[src/rtl/key_flag_generator.sv]
// Four-channel push-button front end: 2-FF synchroniser plus debounce FSM per key,
// emitting a single-cycle flag on each debounced press and a debounced level per key.
module key_flag_generator #(
  parameter int unsigned DEBOUNCE_CYCLES = 500000,
  parameter int unsigned CNT_W           = 19,
  parameter bit          KEY_ACTIVE_LOW  = 1'b1
) (
  input  logic       clk,
  input  logic       rst,
  input  logic [3:0] key_raw,
  output logic       flag1,
  output logic       flag2,
  output logic       flag3,
  output logic       flag4,
  output logic [3:0] key_level
);

  localparam logic [CNT_W-1:0] CNT_LAST = CNT_W'(DEBOUNCE_CYCLES - 1);

  typedef enum logic [1:0] {
    RELEASED     = 2'd0,
    PRESS_WAIT   = 2'd1,
    PRESSED      = 2'd2,
    RELEASE_WAIT = 2'd3
  } state_t;

  logic [3:0] key_p;
  logic [3:0] sync1;
  logic [3:0] sync2;

  // Normalise so that 1 always means pressed; reset loads the released value.
  assign key_p = KEY_ACTIVE_LOW ? ~key_raw : key_raw;

  always_ff @(posedge clk or negedge rst) begin
    if (!rst) begin
      sync1 <= 4'b0000;
      sync2 <= 4'b0000;
    end else begin
      sync1 <= key_p;
      sync2 <= sync1;
    end
  end

  for (genvar i = 0; i < 4; i++) begin : g_ch
    state_t           state;
    logic [CNT_W-1:0] cnt;
    logic             flag_q;
    logic             level_q;

    // Debounce FSM; level_q tracks PRESSED/RELEASE_WAIT, flag_q pulses on entry to PRESSED.
    always_ff @(posedge clk or negedge rst) begin
      if (!rst) begin
        state   <= RELEASED;
        cnt     <= '0;
        flag_q  <= 1'b0;
        level_q <= 1'b0;
      end else begin
        flag_q <= 1'b0;
        case (state)
          RELEASED: begin
            if (sync2[i]) begin
              state <= PRESS_WAIT;
              cnt   <= '0;
            end
          end
          PRESS_WAIT: begin
            if (!sync2[i]) begin
              state <= RELEASED;
              cnt   <= '0;
            end else if (cnt == CNT_LAST) begin
              state   <= PRESSED;
              cnt     <= '0;
              flag_q  <= 1'b1;
              level_q <= 1'b1;
            end else begin
              cnt <= cnt + CNT_W'(1);
            end
          end
          PRESSED: begin
            if (!sync2[i]) begin
              state <= RELEASE_WAIT;
              cnt   <= '0;
            end
          end
          RELEASE_WAIT: begin
            if (sync2[i]) begin
              state <= PRESSED;
              cnt   <= '0;
            end else if (cnt == CNT_LAST) begin
              state   <= RELEASED;
              cnt     <= '0;
              level_q <= 1'b0;
            end else begin
              cnt <= cnt + CNT_W'(1);
            end
          end
          default: begin
            state   <= RELEASED;
            cnt     <= '0;
            level_q <= 1'b0;
          end
        endcase
      end
    end
  end

  assign flag1     = g_ch[0].flag_q;
  assign flag2     = g_ch[1].flag_q;
  assign flag3     = g_ch[2].flag_q;
  assign flag4     = g_ch[3].flag_q;
  assign key_level = {g_ch[3].level_q, g_ch[2].level_q, g_ch[1].level_q, g_ch[0].level_q};

endmodule

[config.mk]
export PLATFORM = sky130hd
export DESIGN_NAME = key_flag_generator
export DESIGN_NICKNAME = d
export VERILOG_FILES = /design/src/rtl/key_flag_generator.sv
export SDC_FILE = /design/constraint.sdc
export NUM_CORES = 1
export LEC_CHECK = 0
export ABC_CLOCK_PERIOD_IN_PS = 2300
export CAP_MARGIN = 30
export CORE_ASPECT_RATIO = 1.75
export CORE_UTILIZATION = 53
export CTS_BUF_LIST = sky130_fd_sc_hd__clkbuf_4
export DETAILED_ROUTE_END_ITERATION = 16
export MAX_ROUTING_LAYER = met4
export PLACE_DENSITY = 0.7
export SYNTH_ARGS = -nofsm -noshare
export SYNTH_HDL_FRONTEND = slang
export SYNTH_SLANG_ARGS = --single-unit
[constraint.sdc]
create_clock -name clk -period 2.3 [get_ports clk]
set_clock_uncertainty 0.05 [all_clocks]
set_input_delay 0.345 -clock clk [delete_from_list [all_inputs] [get_ports clk]]
set_output_delay 0.345 -clock clk [all_outputs]
set_load 0.1 [all_outputs]
; After elaboration in Yosys (flattened, before gate mapping)
; Cells that the tools add are included.
[classes]
add_sub_neg = 4
eq_ne = 48
mux = 84
n_bitwise = 1
n_reduce_logical = 20
[ops]
columns = op, count
row1 = two-way mux 19 bit, 20
row2 = case mux 19 bit (4 select lines), 4
row3 = "adder 19 x 1 -> 19 bit, second input constant", 4
row4 = "== test 19 bit, second input constant", 4
row5 = two-way mux 2 bit, 24
row6 = "!= test 2 bit, second input constant", 24
row7 = case mux 2 bit (4 select lines), 4
row8 = two-way mux 1 bit, 28
row9 = "!= test 3 bit, second input constant", 8
row10 = AND reduction 5 bit, 4
row11 = "== test 2 bit, second input constant", 8
row12 = AND reduction 4 bit, 4
row13 = "== test 2 x 1 -> 1 bit, second input constant", 4
row14 = logical NOT 2 bit, 4
row15 = case mux 1 bit (2 select lines), 4
row16 = AND reduction 2 bit, 4
row17 = nonzero test 2 bit, 4
row18 = inverter 4 bit, 1
[totals]
ff_bits = 100
in_bits = 6
output_inout_bits = 8
wordCells = 175

; Logic depth before layout (Yosys ltp)
; Gate-level depths: netlist (run 1).
[depth]
ltp_word = 4
ltp_mapped = 8
depth_no_buf = 6

; Least setup slack after synthesis (run 1)
; Ideal clock, no wire load.
[synth_path]
kind = register -> register
from = register g_ch[1].cnt[0]
to = register g_ch[1].cnt[14]
setup_time_ns = 0.083
t_arrival_ns = 1.962
slack_ns = 0.206
path_stages_with_launch = 7
path_cell_list = dfrtp_1 -> ha_1 -> nand3_2 -> or4_4 -> or3_1 -> or3_1 -> o21ai_0
[synth_between]
elab_chain_len = 4
word_cells_on_any_way = 6
cone_classes = 1 x add/sub / 1 x eq/ne / 4 x mux
[synth_rtl]
columns = item, line_no
row1 = start: declaration, 46  ; logic [CNT_W-1:0] cnt;
row2 = start signal: assignment, 76  ; cnt <= cnt + CNT_W'(1);
row3 = start signal: assignment, 94  ; cnt <= cnt + CNT_W'(1);
row4 = adder 19 x 1 -> 19 bit or == test 19 bit (tied branches), --
row5 = two-way mux 19 bit *, "70, 89"
row6 = "two-way mux 19 bit, on equally long branches", "86, 67"
row7 = case mux 19 bit (4 select lines) *, 59  ; case (state)
; Every way passes the cells marked *; elsewhere a longest branch is shown, timed or not.
; A chain may end at the register's enable or synchronous reset.

; Final worst setup path (run 1)
[layout_path]
from = register g_ch[1].cnt[1]
to = register g_ch[1].cnt[14]
; Same word-level chain as after synthesis.

==> impl_results.md, run 1 <==
- Outcome: finished clean
- Setup violators final: 0
- Placement Cell Area: approximately 5500 um^2
- Min-delay worst type: primary input to flop
- Layout Utilization: 60.2%
- Syn Nets: 569
- Synth Register Bits: 100
- RR Startpoint: g_ch[1].cnt[1]$_DFFE_PN0P_
- Total GRT Usage: 22.9%
- Vias: 4231
- Largest net degree at the start of global routing: 48
- Root buf cell: clkbuf_4
- Initial antenna violation count: 1
- I/O pins: 14
- I/O Buffers: 13
- Min cycle time layout: 2.23 ns
- Clk_lat worst skew: 0.46 ns
- CTS tree: yes
- Syn Std Cell Area: 5140 um^2
- CP Data Arrival Time: around 2.6 ns
- Part of the power in registers: 51.0%
- Share of cells above drive strength 1: 10.7%
- Yosys warns: 0
- Worst R2R Setup Slack: slightly below 0.07 ns
- Register area share after synthesis: 48.7%
- DRC Markers: 0
- Pleak: 2.45 nW
- WL/cell: 14.7 um
- Reg2reg path depth: 6
- Placed cells: about 700
- First DRT Iteration DRCs: 251
- Tot Pwr: 3.87 mW
- H-tree depth: 3
- Worst Setup Start Kind: flop
- Unrepaired setup endpoints after global routing: no
- Worst Hold Slack: 0.291 ns
- GPL Wtd Cong: 0.868
- Post-synth EDFFs: 0
- Maxcap violations: 0
- Fin crit share: 97.1%
- Die X: between 70 and 80 um
- VDD IR max: 0.472 mV
- Crit Path Category: flop to flop
- Clock sink count: 100
- CP max FO: 5
- Die Area: between 10000 and 15000 um^2
- Worst rel slew slack: 53.5%
- Combinational power share: 23.6%
- Worst-margin pin slew: just under 0.7 ns
- WHS Path Cells: 2
- Vias in the first global route: 4072
- Area grow syn2layout: 10.2%
- Fraction of registers with async set/reset: 100%
- Pins over their slew limit: 0
- P per Cell Area: 683 nW/um^2
- Seq. cell area: between 2000 and 3000 um^2
- R2r endpoint: g_ch[1].cnt[14]$_DFFE_PN0P_
- Detail Route Antenna Nets: 0
- Final Hold Viols: 0
- Multi-input gate area: 2450 um^2
- Syn Area/Cell: between 9 and 10 um^2
- DP HPWL: approximately 7400 um
- Yosys cell types: 54
- FILL cells: 833
- Clk pwr share: 25.4%
- Die Height: 132 um
- Req. time, crit path: 2.63 ns
- Remaining global-route overflow: 0
- Post-route design area: 5660 um^2
- NetSw: between 1 and 1.5 mW
- Setup crit end kind: flop
- First-pass GRT wire length: 18300 um
- # rows: 47
- Prevailing post-synth register cell: dfrtp_1
- Vias per cell: approximately 6
- Post-Syn Instances: 559
- WHS Endpoint: sync1[2]$_DFF_PN0_
- Cts bufs inserted: 9
- Non-Filler Instances: 713
- Routed WL: 10500 um
- CTS max path bufs: 2
- Core area: around 9400 um^2
- Drt pass-1 iters: 5
- Initial core utilization: a little over half
- Pint: 2.53 mW
- FMAX: 448 MHz
- CTS clk-pin slew, worst paths: roughly 0.16 ns
- Switching Share: 34.5%
- Nets@finish: about 600
- Min-delay src: key_raw[2]
Yosys cell counts, drive strengths merged, types with 2 or more instances:
cell	count	area (um^2)
or4	3	26.3
mux2i	2	20.0
inv	22	82.6
dfrtp	100	2500
and3	13	82.6
nand4	13	81.3
xnor2	7	61.3
and4	4	35.0
xor2	10	87.6
a41oi	5	43.8
buf	12	71.3
nor4	12	81.3
or3	5	31.3
a31oi	36	225
a21o	11	82.6
nor2b	2	12.5
ha	4	50.1
nand2b	16	100
a2bb2oi	2	17.5
nor3	18	90.1
o21bai	2	15.0
o21ba	3	30.0
nand3	40	205
or2	4	25.0
a22o	11	96.3
nand2	60	225
nor2	33	126
and2	4	25.0
nor4b	7	61.3
nor4bb	2	20.0
o21ai	33	165
clkbuf	11	52.5
a21oi	41	209
o211ai	2	15.0
what timing repair did:
action | in CTS | in global routing
hold buffers | 1 | 0
setup endpoints to repair | 4 | 3
resized for setup | 1 | 2
hold endpoints to repair | 34 | 0
buffers inserted | 0 | 1
layer usage:
layer	part of all wire [%]	vias to the layer above	global-route usage, %
met5	0	-	-
met1	44	2047	27.6
met4	1.7	0	9.51
met2	52	79	38.6
met3	2.5	14	2.91
li1	-	2091	-
power groups by stage:
stage          logic, mW  registers (mW)  clock network, mW
6_report           0.912            1.97              0.984
5_1_grt             1.03            2.00               1.08
4_1_cts            0.914            1.97               1.01
3_5_place_dp       0.904            2.01                  0
3_3_place_gp       0.877            2.00                  0
2_1_floorplan      0.651            1.97                  0
metrics by stage:
stage / TNS [ns] / setup WS, ns
after floorplan: 0 / 0.206
after global placement: 0 / 0.0561
after detailed placement: -0.00407 / -0.00407
after CTS: 0 / 0.0328
after global routing: 0 / 0.00720
final: 0 / 0.0676
worst max-delay path: stages (launching register included):
cell,delay [ns]
dfrtp_1,0.42
ha_2,0.22
nand3_2,0.12
or4_4,0.59
or3_1,0.37
or3_1,0.31
o21ai_0,0.07
placed cells by master (no fill, tap or decap), types with 3 or more instances in the layout:
cell	netlist	final
a21oi_1	40	40
a41oi_1	5	5
inv_1	22	22
dfrtp_1	100	100
a31oi_1	36	36
nand4_1	13	13
and3_1	12	12
nor4b_1	7	7
nand2b_1	16	16
buf_4	5	31
o21ai_0	33	33
or2_2	3	3
a21o_1	11	11
nor3_1	18	18
and2_1	4	4
nand2_1	60	60
and4_1	4	4
nand3_1	39	39
a22o_1	11	11
xnor2_1	7	7
o21ba_2	3	3
ha_1	4	3
clkbuf_4	0	9
nor4_1	11	11
nor2_1	32	32
or3_1	5	5
clkdlybuf4s50_1	0	4
xor2_1	10	10
state kept, by name, indices dropped and copies added, names as in the netlist, named ones only:
signal	flops
flag4	1
flag3	1
sync1	4
g_ch.level_q	4
g_ch.state	4
flag1	1
g_ch.cnt	76
sync2	4
flag2	1
final cells by class:
class,instances,share of cell area [%]
Antenna cell,1,0.0442
Clock buffer,9,1.19
Clock inverter,7,1.48
Inverter,22,1.46
Multi-Input combinational cell,414,43.2
Sequential cell,100,44.2
Tap cell,122,2.70
Timing Repair Buffer,38,5.70
logic make-up (layout without fill, tap and decap cells):
group / count (synthesis) / count (layout) / synth area share (%)
adder cells (fa/ha/maj): 4 / 4 / 0.974
other: 0 / 1 / 0
XOR/XNOR: 17 / 17 / 2.90
multiplexers: 3 / 3 / 0.609
AND/OR/NAND/NOR: 240 / 240 / 24.7
buffers and inverters: 45 / 76 / 4.02
flip-flops: 100 / 100 / 48.7
AO/OA/AOI/OAI: 150 / 150 / 18.1
worst max path at each step:
stage,start,to,slack [ns],depth (start not counted)
2_1_floorplan,g_ch[1].cnt[0]$_DFFE_PN0P_,g_ch[1].cnt[14]$_DFFE_PN0P_,0.21,6
3_3_place_gp,g_ch[0].cnt[0]$_DFFE_PN0P_,g_ch[0].cnt[10]$_DFFE_PN0P_,0.06,6
3_5_place_dp,g_ch[0].cnt[0]$_DFFE_PN0P_,g_ch[0].cnt[18]$_DFFE_PN0P_,-0.004,6
4_1_cts,g_ch[1].cnt[0]$_DFFE_PN0P_,g_ch[1].cnt[14]$_DFFE_PN0P_,0.03,6
5_1_grt,g_ch[1].cnt[1]$_DFFE_PN0P_,g_ch[1].cnt[14]$_DFFE_PN0P_,0.007,6
6_report,g_ch[1].cnt[1]$_DFFE_PN0P_,g_ch[1].cnt[14]$_DFFE_PN0P_,0.07,6
No activity file was read; power rests on OpenSTA's default activity.
==> run 2: changes to the inputs <==
==> constraint.sdc (replaced) <==
create_clock -name clk -period 2.3 [get_ports clk]
set_clock_uncertainty 0.05 [all_clocks]
set_input_delay 0.46 -clock clk [delete_from_list [all_inputs] [get_ports clk]]
set_output_delay 0.46 -clock clk [all_outputs]
set_load 0.1 [all_outputs]
==> run 2 against run 1 <==
  * Clock-buffer cell count unchanged
  * Flip-flop and latch count unchanged
  * Die area unchanged
  * Sequential share of layout area increased by 0.15 points
  * Wire length increased by 4.0%
  * Critical path type unchanged
  * Global-route usage increased by 0.91 points
==> impl_results.md, run 2 (synthesis results as in run 1) <==
- Clock sink count: 100
- Final Hold Viols: 0
- GPL Wtd Cong: between 0.9 and 1
- Largest net degree at the start of global routing: 51
- CTS clk-pin slew, worst paths: 0.16 ns
- Detail Route Antenna Nets: 0
- First DRT Iteration DRCs: 208
- Req. time, crit path: 2.64 ns
- Initial core utilization: a little over half
- Largest reg by FF count: g_ch.cnt
- Setup crit end kind: flop
- Crit Path Category: flop to flop
- Maxcap violations: 0
- Seq. cell area: 2500 um^2
- Min-delay worst type: flop to flop
- First-pass GRT wire length: about 19000 um
- Worst Setup Start Kind: flop
- Vias: 4299
- Vias in the first global route: 4311
- Min cycle time layout: 2.11 ns
- Pleak: 2.43 nW
- Outcome: finished clean
- Min-delay src: sync1[2]$_DFF_PN0_
- # rows: 47
- CP max FO: 5
- Nets@finish: between 500 and 600
- Worst rel slew slack: a little over half
- Placed cells: slightly below 700
- Vias per cell: 6.01
- Initial antenna violation count: 1
- Remaining global-route overflow: 0
- FILL cells: 822
- Tot Pwr: 3.84 mW
- Placement Cell Area: 5480 um^2
- Critical path origin: g_ch[1].cnt[1]$_DFFE_PN0P_
- Unrepaired setup endpoints after global routing: no
- CP Data Arrival Time: 2.45 ns
- Area grow syn2layout: 9.84%
- Setup violators final: 0
- DRC Markers: 0
- Max reg flops: 76
- Cts bufs inserted: 9
- Routed WL: 10900 um
- Worst-margin pin slew: 0.684 ns
- Post-route design area: 5640 um^2
- VDD IR max: 0.391 mV
- DP HPWL: 7590 um
- Most common cell after layout, fill and taps aside: dfrtp_1
- P per Cell Area: a little under 700 nW/um^2
- Drt pass-1 iters: 5
- Die X: around 76 um
- H-tree depth: 3
- RR Startpoint: g_ch[1].cnt[1]$_DFFE_PN0P_
- Clk_lat worst skew: 0.45 ns
- WL/cell: 15.2 um
- Pins over their slew limit: 0
- Multi-input gate area: 2430 um^2
- Share of cells above drive strength 1: 10.6%
- Core area: roughly 9400 um^2
- Fin crit share: 91.9%
- Die Area: 10100 um^2
- Worst Hold Slack: 0.317 ns
- I/O pins: 14
- Commonest non-fill, non-tap cells in the layout: 100 x dfrtp_1, 60 x nand2_1, 40 x a21oi_1
- FMAX: roughly 470 MHz
- Non-Filler Instances: 715
- Setup TNS: 0 ns
- Total GRT Usage: a little under a quarter
- CTS max path bufs: 2
- Root buf cell: clkbuf_4
- Die Height: between 100 and 150 um
- I/O Buffers: 13
- CTS tree: yes
[run 2: timing repair]
| item | CTS | global route |
|---|---|---|
| hold buffers | 1 | 0 |
| hold endpoints to repair | 14 | 0 |
| endpoints found under the setup margin | 0 | 2 |
| gates resized for setup | 0 | 1 |
| setup buffers | 0 | 2 |
[run 2: through the flow]
step	worst slack, ns	utilization [%]
6_report	0.186	60.0
5_1_grt	0.0635	60.0
4_1_cts	0.0458	59.7
3_5_place_dp	0.0546	58.2
3_3_place_gp	0.131	58.2
2_1_floorplan	0.206	-
[run 2: cell type report]
type,count,area share (%)
Tap cell,122,2.71
Clock inverter,7,1.18
Antenna cell,1,0.0444
Inverter,22,1.46
Clock buffer,9,1.20
Timing Repair Buffer,40,5.99
Multi-Input combinational cell,414,43.1
Sequential cell,100,44.4
[run 2: worst paths after layout]
kind,slack [ns],cells past startpoint,endpoint
min in group asynchronous,0.34,2,g_ch[1].cnt[14]$_DFFE_PN0P_
worst max-delay path,0.19,6,g_ch[1].cnt[14]$_DFFE_PN0P_
worst max register to register,0.19,6,g_ch[1].cnt[14]$_DFFE_PN0P_
worst min register to register,0.32,0,sync2[2]$_DFF_PN0_
worst min-delay path,0.32,0,sync2[2]$_DFF_PN0_
max in group asynchronous,1.32,3,g_ch[2].cnt[5]$_DFFE_PN0P_
[run 2: worst max-delay path: stages (launching register included)]
cell and delay (ns):
dfrtp_1 0.43, ha_2 0.23, nand3_2 0.12, or4_4 0.47, or3_1 0.37, or3_1 0.31
o21ai_0 0.07
[run 2: report_power, final]
part	total [mW]	leakage, nW	internal, mW	switching, mW
registers	1.98	1.36	1.86	0.121
logic	0.937	1.00	0.346	0.591
clock network	0.926	0.0674	0.327	0.599
[run 2: routing by layer]
layer	vias to the layer above	track usage [%]	wire (um)
met2	68	41.0	5820
met3	10	3.67	282
met5	-	-	0
li1	2103	-	-
met4	0	10.9	102
met1	2118	27.0	4690
==> run 3: changes to the inputs <==
CAP_MARGIN = unset   (was 30)
SKIP_CTS_REPAIR_TIMING = 1   (was unset)
==> run 3 against run 2 <==
  * Register-to-register slack about the same
  * Critical endpoint unchanged
  * Die area unchanged
  * First-iteration DRC count did not move
  * Wire length is 0.37% higher
  * Maximum frequency about the same
==> impl_results.md, run 3 (synthesis results as in run 1) <==
- Outcome: finished clean
- Routed WL: roughly 11000 um
- Crit Path Category: flop to flop
- Die Height: approximately 130 um
- Fin crit share: 92.0%
- H-tree depth: 3
- Non-Filler Instances: approximately 700
- Final Hold Viols: 0
- P per Cell Area: 683 nW/um^2
- Vias: 4344
- Total GRT Usage: between 20% and 30%
- Worst rel slew slack: 53.5%
- Worst Setup Start Kind: flop
- Min-delay worst type: primary input to asynchronous set/reset pin
- Placed cells: slightly below 700
- CP Data Arrival Time: between 2 and 2.5 ns
- First-pass GRT wire length: 19000 um
- # rows: 47
- Clock sink count: 100
- WL/cell: 15.3 um
- Setup TNS: 0 ns
- Nets@finish: 597
- Share of cells above drive strength 1: 10.6%
- Worst slack, placed: 0.0546 ns
- Largest reg by FF count: g_ch.cnt
- Slack of the critical path: 0.185 ns
- Cts bufs inserted: 9
- Maxcap violations: 0
- Initial core utilization: 54.6%
- CTS tree: yes
- I/O Buffers: 13
- Most common cell after layout, fill and taps aside: dfrtp_1
- Req. time, crit path: ~2.7 ns
- Root buf cell: clkbuf_4
- Drt pass-1 iters: 4
- Tot Pwr: 3.85 mW
- Initial antenna violation count: 1
- Clk_lat worst skew: 0.48 ns
- Max reg flops: 76
- Setup crit end kind: flop
- Pins over their slew limit: 0
- Core area: 9410 um^2
- DP HPWL: roughly 7600 um
- First DRT Iteration DRCs: between 200 and 250
- Detail Route Antenna Nets: 0
- Vias in the first global route: 4311
- Setup violators final: 0
- Min cycle time layout: 2.12 ns
- I/O pins: 14
- Unrepaired setup endpoints after global routing: no
- CP max FO: 5
- Worst-margin pin slew: 0.695 ns
- FMAX: 473 MHz
- VDD IR max: 0.392 mV
- DRC Markers: 0
- Largest net degree at the start of global routing: a little over 50
- CTS max path bufs: 2
- Worst Hold Slack: 0.312 ns
- CTS clk-pin slew, worst paths: ~0.16 ns
- Area grow syn2layout: 9.84%
- FILL cells: 822
- Commonest non-fill, non-tap cells in the layout: 100 x dfrtp_1, 60 x nand2_1, 40 x a21oi_1
- GPL Wtd Cong: 0.914
- Remaining global-route overflow: 0
- Pleak: 2.43 nW
- Die X: approximately 76 um
- Die Area: 10100 um^2
- Vias per cell: roughly 6.1
-- run 3: metrics by stage --
| step | util [%] | cell area, um^2 |
|---|---|---|
| 2_1_floorplan | - | 5140 |
| 3_3_place_gp | 58.2 | 5480 |
| 3_5_place_dp | 58.2 | 5480 |
| 4_1_cts | 59.6 | 5610 |
| 5_1_grt | 60.0 | 5640 |
| 6_report | 60.0 | 5640 |
-- run 3: power by group --
group	total (mW)	switching, mW	internal (mW)
Sequential	1.98	0.122	1.86
Clock	0.940	0.613	0.326
Combinational	0.938	0.592	0.346
-- run 3: path summary, 6_finish.rpt --
kind	start	to	slack (ns)	cells after the start
min reg2reg	sync1[2]$_DFF_PN0_	sync2[2]$_DFF_PN0_	0.32	0
max	g_ch[1].cnt[1]$_DFFE_PN0P_	g_ch[1].cnt[14]$_DFFE_PN0P_	0.18	6
min in group clk	sync1[2]$_DFF_PN0_	sync2[2]$_DFF_PN0_	0.32	0
min	rst	g_ch[1].cnt[14]$_DFFE_PN0P_	0.31	2
max in group asynchronous	rst	g_ch[2].cnt[5]$_DFFE_PN0P_	1.34	3
max reg2reg	g_ch[1].cnt[1]$_DFFE_PN0P_	g_ch[1].cnt[14]$_DFFE_PN0P_	0.18	6
-- run 3: area by class of cell --
cell class	instances	area, um^2	area share, %
Sequential cell	100	2500	44.4
Tap cell	122	153	2.71
Clock inverter	7	66.3	1.18
Antenna cell	1	2.50	0.0444
Clock buffer	9	67.6	1.20
Multi-Input combinational cell	414	2430	43.1
Timing Repair Buffer	40	338	5.99
Inverter	22	82.6	1.46
-- run 3: worst max-delay path, cell delays in order, from the launching register on --
cell and delay (ns):
dfrtp_1 0.43, ha_2 0.23, nand3_2 0.12, or4_4 0.47
or3_1 0.37, or3_1 0.31, o21ai_0 0.07
-- run 3: layer usage --
| layer | track usage, % | routed length, um |
|---|---|---|
| met4 | 10.9 | 215 |
| met1 | 27.0 | 4610 |
| met3 | 3.67 | 372 |
| met5 | - | 0 |
| met2 | 41.0 | 5740 |
